`src/rtl/dlx_pkg.sv`:
```
// dlx_pkg: shared definitions for the DLX control slice.
//   - seq_state_t      : sequencer state encoding
//   - TIMEOUT_DEFAULT  : default memory-handshake watchdog limit
//   - OP_*             : decoder primary opcode constants
//   - is_wait_state()  : true for the states that wait on a memory ack
package dlx_pkg;

  localparam int unsigned TIMEOUT_DEFAULT = 255;

  typedef enum logic [2:0] {
    S_IDLE = 3'd0,
    S_IF   = 3'd1,
    S_ID   = 3'd2,
    S_EX   = 3'd3,
    S_MEM  = 3'd4,
    S_WB   = 3'd5,
    S_HALT = 3'd6
  } seq_state_t;

  localparam logic [5:0] OP_SPECIAL = 6'h00;
  localparam logic [5:0] OP_J       = 6'h02;
  localparam logic [5:0] OP_JAL     = 6'h03;
  localparam logic [5:0] OP_BEQZ    = 6'h04;
  localparam logic [5:0] OP_BNEZ    = 6'h05;
  localparam logic [5:0] OP_ADDI    = 6'h08;
  localparam logic [5:0] OP_LW      = 6'h23;
  localparam logic [5:0] OP_SW      = 6'h2b;

  // States in which the shared watchdog runs.
  function automatic logic is_wait_state(input seq_state_t s);
    return (s == S_IF) || (s == S_MEM);
  endfunction

endpackage

```
`src/rtl/dlx_wait_timer.sv`:
```
// dlx_wait_timer: cycle counter for a pending memory request.
// Ports:
//   clk, reset_n : clock, synchronous active-low reset
//   clr          : clear the count (asserted while not waiting)
//   en           : request outstanding with no ack this cycle
//   expire       : last permitted wait cycle passed without an ack
module dlx_wait_timer
  import dlx_pkg::*;
#(
  parameter int unsigned TIMEOUT = TIMEOUT_DEFAULT
) (
  input  logic clk,
  input  logic reset_n,
  input  logic clr,
  input  logic en,
  output logic expire
);

  localparam int unsigned CW = $clog2(TIMEOUT + 1);
  localparam logic [CW-1:0] LAST = CW'(TIMEOUT - 1);

  logic [CW-1:0] count_r;

  // Wait-cycle counter; cleared whenever the sequencer is not waiting.
  always_ff @(posedge clk) begin
    if (!reset_n) begin
      count_r <= {CW{1'b0}};
    end else if (clr) begin
      count_r <= {CW{1'b0}};
    end else if (en) begin
      count_r <= count_r + CW'(1);
    end else begin
      count_r <= count_r;
    end
  end

  // An ack in the final cycle drops en, so the ack wins over expiry.
  assign expire = en && (count_r == LAST);

endmodule

```
`src/rtl/dlx_sequencer.sv`:
```
// dlx_sequencer: multi-cycle IF/ID/EX/MEM/WB control FSM for the DLX core.
// Ports:
//   clk, reset_n         : clock, synchronous active-low reset
//   run                  : start fetching (sampled in IDLE and WB only)
//   i_ack, d_ack         : instruction / data memory acknowledges
//   load_en, store_en, rd: registered decoder outputs, valid from EX on
//   i_req, d_req, d_we   : memory requests and data write qualifier
//   id_en, ex_en, wb_en  : phase strobes (one-hot while busy)
//   reg_we, pc_en        : register-file write and PC update, WB only
//   busy, bus_err        : activity flag and sticky watchdog error
//   retired              : count of completed instructions
// All outputs are registers loaded from the next state, so they behave as
// Moore outputs of the state register with no combinational input path.
module dlx_sequencer
  import dlx_pkg::*;
#(
  parameter int unsigned TIMEOUT = TIMEOUT_DEFAULT
) (
  input  logic        clk,
  input  logic        reset_n,
  input  logic        run,
  input  logic        i_ack,
  input  logic        d_ack,
  input  logic        load_en,
  input  logic        store_en,
  input  logic [4:0]  rd,
  output logic        i_req,
  output logic        d_req,
  output logic        d_we,
  output logic        id_en,
  output logic        ex_en,
  output logic        wb_en,
  output logic        reg_we,
  output logic        pc_en,
  output logic        busy,
  output logic        bus_err,
  output logic [31:0] retired
);

  seq_state_t  state_r;
  seq_state_t  next_s;
  logic        store_r;
  logic        store_s;
  logic        wt_clr_s;
  logic        wt_en_s;
  logic        expire_s;

  logic        i_req_r, d_req_r, d_we_r, id_en_r, ex_en_r, wb_en_r;
  logic        reg_we_r, pc_en_r, busy_r, bus_err_r;
  logic [31:0] retired_r;

  dlx_wait_timer #(.TIMEOUT(TIMEOUT)) u_wait_timer (
    .clk     (clk),
    .reset_n (reset_n),
    .clr     (wt_clr_s),
    .en      (wt_en_s),
    .expire  (expire_s)
  );

  // Watchdog control: count only while a request is waiting for its ack.
  always_comb begin
    wt_clr_s = !is_wait_state(state_r);
    case (state_r)
      S_IF:    wt_en_s = !i_ack;
      S_MEM:   wt_en_s = !d_ack;
      default: wt_en_s = 1'b0;
    endcase
  end

  // Store qualifier: live decoder value in EX, captured copy afterwards.
  always_comb begin
    if (state_r == S_EX) begin
      store_s = store_en;
    end else begin
      store_s = store_r;
    end
  end

  // Next-state logic.
  always_comb begin
    next_s = state_r;
    case (state_r)
      S_IDLE: begin
        if (run) next_s = S_IF;
        else     next_s = S_IDLE;
      end
      S_IF: begin
        if (i_ack)         next_s = S_ID;
        else if (expire_s) next_s = S_HALT;
        else               next_s = S_IF;
      end
      S_ID: next_s = S_EX;
      S_EX: begin
        if (load_en || store_en) next_s = S_MEM;
        else                     next_s = S_WB;
      end
      S_MEM: begin
        if (d_ack)         next_s = S_WB;
        else if (expire_s) next_s = S_HALT;
        else               next_s = S_MEM;
      end
      S_WB: begin
        if (run) next_s = S_IF;
        else     next_s = S_IDLE;
      end
      S_HALT:  next_s = S_HALT;
      default: next_s = S_IDLE;
    endcase
  end

  // State, captured store flag, registered strobes and retire counter.
  always_ff @(posedge clk) begin
    if (!reset_n) begin
      state_r   <= S_IDLE;
      store_r   <= 1'b0;
      i_req_r   <= 1'b0;
      d_req_r   <= 1'b0;
      d_we_r    <= 1'b0;
      id_en_r   <= 1'b0;
      ex_en_r   <= 1'b0;
      wb_en_r   <= 1'b0;
      reg_we_r  <= 1'b0;
      pc_en_r   <= 1'b0;
      busy_r    <= 1'b0;
      bus_err_r <= 1'b0;
      retired_r <= 32'd0;
    end else begin
      state_r   <= next_s;
      store_r   <= store_s;
      i_req_r   <= (next_s == S_IF);
      d_req_r   <= (next_s == S_MEM);
      d_we_r    <= (next_s == S_MEM) && store_s;
      id_en_r   <= (next_s == S_ID);
      ex_en_r   <= (next_s == S_EX);
      wb_en_r   <= (next_s == S_WB);
      // A load+store is treated as a store, so it never writes a register.
      reg_we_r  <= (next_s == S_WB) && (rd != 5'd0) && !store_s;
      pc_en_r   <= (next_s == S_WB);
      busy_r    <= (next_s != S_IDLE) && (next_s != S_HALT);
      bus_err_r <= (next_s == S_HALT);
      if (state_r == S_WB) begin
        retired_r <= retired_r + 32'd1;
      end
    end
  end

  assign i_req   = i_req_r;
  assign d_req   = d_req_r;
  assign d_we    = d_we_r;
  assign id_en   = id_en_r;
  assign ex_en   = ex_en_r;
  assign wb_en   = wb_en_r;
  assign reg_we  = reg_we_r;
  assign pc_en   = pc_en_r;
  assign busy    = busy_r;
  assign bus_err = bus_err_r;
  assign retired = retired_r;

endmodule

```
`config.mk`:
```
export PLATFORM = sky130hd
export DESIGN_NAME = dlx_sequencer
export DESIGN_NICKNAME = d
export VERILOG_FILES = /design/src/rtl/dlx_pkg.sv /design/src/rtl/dlx_wait_timer.sv /design/src/rtl/dlx_sequencer.sv
export SDC_FILE = /design/constraint.sdc
export NUM_CORES = 1
export LEC_CHECK = 0
export ABC_AREA = 1
export ABC_CLOCK_PERIOD_IN_PS = 2100
export BUFFER_PORTS_ARGS = -buffer_cell sky130_fd_sc_hd__buf_2
export CAP_MARGIN = 20
export CORE_MARGIN = 5
export CORE_UTILIZATION = 50
export CTS_BUF_LIST = sky130_fd_sc_hd__clkbuf_2 sky130_fd_sc_hd__clkbuf_4 sky130_fd_sc_hd__clkbuf_8
export DETAILED_ROUTE_END_ITERATION = 8
export PLACE_DENSITY = 0.77
export SETUP_SLACK_MARGIN = 0.2
export SLEW_MARGIN = 5
export SYNTH_ARGS = -nofsm -noshare
export SYNTH_HDL_FRONTEND = slang
export SYNTH_HIERARCHICAL = 1
export SYNTH_SLANG_ARGS = --single-unit
```
`constraint.sdc`:
```
create_clock -name clk -period 2.1 [get_ports clk]
set_clock_uncertainty 0.05 [all_clocks]
set_input_delay 0.21 -clock clk [delete_from_list [all_inputs] [get_ports clk]]
set_output_delay 0.21 -clock clk [all_outputs]
set_load 0.05 [all_outputs]
```
Yosys cells after proc, flatten, opt, wreduce, memory -nomap -nowiden
Cells that the tools add are included.
{"block": "totals", "output_inout_bits": 42, "elab_cells": 53, "regBits": 53}
{"block": "op_classes", "n_addsub": 2, "eq_ne": 14, "reduce_logical": 15, "muxes": 9}
{"cell": "32-bit by 1-bit adder with 32-bit output, second input constant", "count": 1}
{"cell": "3-bit == test, second input constant", "count": 6}
{"cell": "3-bit one-hot mux with 6 select lines", "count": 1}
{"cell": "3-bit by 2-bit == test with 1-bit output, second input constant", "count": 4}
{"cell": "8-bit by 1-bit adder with 8-bit output, second input constant", "count": 1}
{"cell": "8-bit == test, second input constant", "count": 1}
{"cell": "3-bit by 1-bit == test with 1-bit output, second input constant", "count": 2}
{"cell": "3-bit two-way mux", "count": 2}
{"cell": "1-bit logical AND", "count": 5}
{"cell": "5-bit nonzero test", "count": 1}
{"cell": "2-bit two-way mux", "count": 2}
{"cell": "1-bit zero test", "count": 3}
{"cell": "3-bit zero test", "count": 1}
{"cell": "1-bit two-way mux", "count": 3}
{"cell": "3-bit != test, second input constant", "count": 1}
{"cell": "3-bit nonzero test", "count": 1}
{"cell": "1-bit logical OR", "count": 2}
{"cell": "1-bit one-hot mux with 2 select lines", "count": 1}
{"cell": "2-bit AND reduction", "count": 1}
{"cell": "2-bit OR reduction", "count": 1}

Depth between registers and ports, before layout
{"block": "depth", "ltp_word": 9, "mapped_depth": 14, "depth_no_buf": 14}

By module
Netlist, hierarchy kept.
{"mod": "dlx_sequencer", "n_inst": 1, "seq_area_each_um2": 900.9, "area_per_inst_um2": 2228.4, "cells_per_inst": 326}
{"mod": "dlx_wait_timer", "n_inst": 1, "seq_area_each_um2": 160.2, "area_per_inst_um2": 379.1, "cells_per_inst": 53}

Worst setup path after synthesis
Ideal clock, no wire load.
{"block": "synth_timing", "path_type": "register to register", "start": "register state_r[0]", "end": "register state_r[0]", "t_arrival_ns": 2.017, "stages_incl_launch_ff": 11, "synth_period_minus_slack_ns": 2.176, "path_buffers": 0, "path_slack_ns": -0.076, "path_cell_list": "dfxtp_1 nor2_1 nand2_1 o21ai_0 nand4_1 nor3_1 nor2_1 a21oi_1 and2_4 or2_1 inv_1"}
{"block": "synth_between", "elab_chain_cells": 6, "elab_cells_between_ends": 13, "classes_between": "eq/ne (6); mux (4); reduce/logical (3)"}
{"item": "start, declared", "line_no": "dlx_sequencer.sv:40", "rtl": "seq_state_t state_r;"}
{"item": "start signal, assigned", "line_no": "dlx_sequencer.sv:128", "rtl": "state_r <= next_s;"}
{"item": "3-bit == test or 3-bit by 1-bit == test with 1-bit output (tied branches)", "line_no": "dlx_sequencer.sv:63", "rtl": "case (state_r)"}
{"item": "1-bit one-hot mux with 2 select lines (*)", "line_no": "dlx_sequencer.sv:63"}
{"item": "named net wt_en_s", "line_no": "dlx_sequencer.sv:45", "rtl": "logic wt_en_s;"}
{"item": "1-bit logical AND (*)", "line_no": "dlx_wait_timer.sv:38", "rtl": "assign expire = en && (count_r == LAST);"}
{"item": "named net expire_s", "line_no": "dlx_sequencer.sv:46", "rtl": "logic expire_s;"}
{"item": "3-bit two-way mux (*)", "line_no": "dlx_sequencer.sv:89", "rtl": "else if (expire_s) next_s = S_HALT;"}
{"item": "3-bit two-way mux (*)", "line_no": "dlx_sequencer.sv:88", "rtl": "if (i_ack) next_s = S_ID;"}
{"item": "3-bit one-hot mux with 6 select lines (*)", "line_no": "dlx_sequencer.sv:82", "rtl": "case (state_r)"}
The timed path passes the listed nets; every way through them passes the cells marked *.
A chain may end at the register's enable or synchronous reset.

Worst setup path in the final report
{"block": "layout_timing", "start": "register state_r[0]", "end": "register busy_r, in the netlist busy"}
{"block": "layout_between", "elab_chain_cells": 8, "elab_cells_between_ends": 18, "classes_between": "eq/ne (7); mux (6); reduce/logical (5)"}
{"item": "3-bit == test or 3-bit by 1-bit == test with 1-bit output (tied branches)", "line_no": "dlx_sequencer.sv:63"}
{"item": "1-bit one-hot mux with 2 select lines (*)", "line_no": "dlx_sequencer.sv:63"}
{"item": "named net wt_en_s", "line_no": "dlx_sequencer.sv:45"}
{"item": "1-bit logical AND (*)", "line_no": "dlx_wait_timer.sv:38"}
{"item": "named net expire_s", "line_no": "dlx_sequencer.sv:46"}
{"item": "3-bit two-way mux or 2-bit two-way mux (tied branches)", "line_no": "dlx_sequencer.sv:89, dlx_sequencer.sv:99"}
{"item": "3-bit two-way mux or 2-bit two-way mux (tied branches)", "line_no": "dlx_sequencer.sv:88, dlx_sequencer.sv:98"}
{"item": "3-bit one-hot mux with 6 select lines (*)", "line_no": "dlx_sequencer.sv:82"}
{"item": "3-bit != test or 3-bit nonzero test (tied branches)", "line_no": "dlx_sequencer.sv:139", "rtl": "busy_r <= (next_s != S_IDLE) && (next_s != S_HALT);"}
{"item": "1-bit logical AND (*)", "line_no": "dlx_sequencer.sv:139"}
{"item": "end signal, assigned", "line_no": "dlx_sequencer.sv:139"}
{"item": "end, declared", "line_no": "dlx_sequencer.sv:49", "rtl": "logic reg_we_r, pc_en_r, busy_r, bus_err_r;"}
Marks and branches as above.

==> impl_metrics.ini <==
[placed_design]
port_buffers = 53
hpwl_um = 4390
gp_congestion = 0.878
postPlaceCellArea_sq_mm = 0.00295
post-place-ws_ps = 121
dpl.cell_count = 497

[cts]
clock_path_buffers = 2
cts_root_buffer = clkbuf_8
clock_sinks = 53
clk_latency_ps = 300
cts_buffers = 5
cts_tree = built
clk_pin_slew_ps = 90
htreeDepth = 2

[detailed_routing]
antenna_left = 0
drt-initial-drc-count = 156
viasPerCell = 4.99
drcViolationCount = 0
drt-total-wl_um = 5970
drt_pass1_iterations = 4
avgRoutedWirePerCell_um = 11.7
vias = 2545

[sta]
finalCritPeriodShare_pct = 86.1
relSlewSlack_pct = 64.9
maxSlewViolCount = 0
setup_tns_ps = 0
rsz0062_at_grt = true
layout_setup_ws_ps = 291
setup-violations-final = 0
tightestPinTransition_ps = 523
fmax_ghz = 0.553
period_minus_slack_ps = 1810
finalHoldViolCount = 0

[cells_and_area]
layout_commonest_cell = nand2_1
fin_cells = 510
fin_area_sq_mm = 0.00316
nets = 454
layout-drive-gt1-share_pct = 22.3
antenna_cells = 0
area_delta_synth_final_pct = 21.0
layout_common_cells = 80 x nand2_1, 65 x nor2_1, 53 x buf_2

[critical_path]
path_class = reg2reg
crit_path_max_fanout = 5
arrival_ps = 1960
end_kind = register
startpoint_type = register
worstPathRequired_ps = 2250

[yosys]
yosys_register_bits = 53
syn_area_per_cell_sq_um = 6.88
synthAdderAreaFrac_pct = 1.44
synth_seq_area_share_pct = 40.7
synth_compound_gate_area_share_pct = 8.93
yosys.area_share.xor_xnor_pct = 1.34
yosys-top-cells-area = dfxtp_1 41%, nand2_1 12%, nor2_1 9.8%, inv_1 6.8%, a21oi_1 4.6%
yosys_warnings = 6
postSynthCellCount = 379
synthArstFlopShare_pct = 0
synth.mux.area_fraction_pct = 0
syn-cell-area_sq_mm = 0.00261
synth_top_family_by_area = simple AND/OR/NAND/NOR gates
synth_top_area_share_pct = 40.7
ys_types = 34
ys.flop_type = dfxtp_1
synth_top_area_cell = dfxtp_1
synthSimpleGateAreaFrac_pct = 39.2
synth-edff-count = 0
syn_nets = 394

[grt]
grt_use_total_pct = 18.6
grt.overflow.total = 0
grt_antenna_before_repair = 0
grt_pass1_wl_um = 10200
grt_max_degree = 20
grt_pass1_vias = 2335

[min_path]
hold_class = in2reg

[die]
start_util_pct = 51.4
fp.dieH_um = 82.2
std_cell_rows = 26
die_x_um = 82.2
fp.coreArea_sq_mm = 0.00507
die-area_sq_mm = 0.00676
ios = 54

[pwr]
finalPower_mw = 1.95
irDropWorstVdd_v = 0.000325
power_density_mw_per_mm2 = 619
p_leak_nw = 1.44

[outcome]
status = complete, no violations

[run]
maxCapViolations = 0
==> registers in the layout, summed over array words and instances (netlist names) <==
name and cells:
reg_we 1, store_r 1, busy 1, retired 32, state_r 3, ex_en 1
bus_err 1, d_req 1, d_we 1, u_wait_timer/count_r 8, i_req 1, id_en 1
pc_en 1
==> power by group <==
group	internal (mW)	leakage, nW	switching [mW]	total (mW)
Sequential	1.02	0.430	0.0120	1.03
Combinational	0.0712	0.950	0.126	0.197
Clock	0.402	0.0619	0.324	0.726
==> repair_timing <==
item                       in CTS  in global routing
hold buffers                    0                  0
setup endpoints to repair       7                  8
pin swaps                       2                  9
hold endpoints to repair        0                  0
setup buffers                   1                  4
resized for setup               9                  6
==> critical path, stage by stage (launching register included) <==
cell     delay [ps]
dfxtp_4         370
nor2_4          160
nand2_2          80
o21ai_2         160
nand4_1         160
nor3_4          180
inv_1            60
nor2_1           80
nand3_1          80
nand3_2          90
nand4_1         120
nand2_1          90
nor2_1           40
==> path summary, 6_finish.rpt <==
path / from / end / slack, ps / cells past startpoint
worst max-delay path: state_r[0] / busy / 290 / 12
worst min-delay path: rd[1] / reg_we / 170 / 3
worst max register to register: state_r[0] / busy / 290 / 12
worst min register to register: u_wait_timer/count_r[4] / u_wait_timer/count_r[4] / 430 / 2
==> metal layers <==
layer | GRT usage [%] | part of all wire, %
met1 | 24.2 | 46
met3 | 4.01 | 6.1
met2 | 31.8 | 47
met5 | 0 | 0
met4 | 3.49 | 0.60
==> final cells by class <==
cell class                      count  area [sq um]
Tap cell                           70          87.6
Clock inverter                      1          30.0
Fill cell                         484          1920
Inverter                           49           184
Timing Repair Buffer               60           318
Sequential cell                    53          1070
Clock buffer                        7          90.1
Multi-Input combinational cell    270          1380
==> logic make-up after synthesis <==
| family | count (synthesis) |
|---|---|
| flip-flops | 53 |
| AND/OR/NAND/NOR | 220 |
| buffers and inverters | 56 |
| XOR/XNOR | 4 |
| AO/OA/AOI/OAI | 43 |
| adder cells (fa/ha/maj) | 3 |
==> through the flow <==
step                hold WS (ps)  util (%)
finish                       169      62.2
global placement             402      58.2
CTS                          173      61.2
floorplan                    372         -
global route                 166      62.2
detailed placement           408      58.2
==> synthesized netlist by cell type (2+ instances only) <==
cell       n
nand3_4    2
nor2_1    68
buf_4      2
ha_1       3
nand2_2    2
clkbuf_1   3
nand4_1   15
a21oi_1   24
o21a_1     3
nor3_1    12
nor2_2     3
dfxtp_1   53
inv_1     47
nor2_4     4
nand3_1   22
xor2_1     4
inv_2      2
nand2_1   83
o21ai_0   11
nor3b_1    2
No activity file was read; power rests on OpenSTA's default activity.
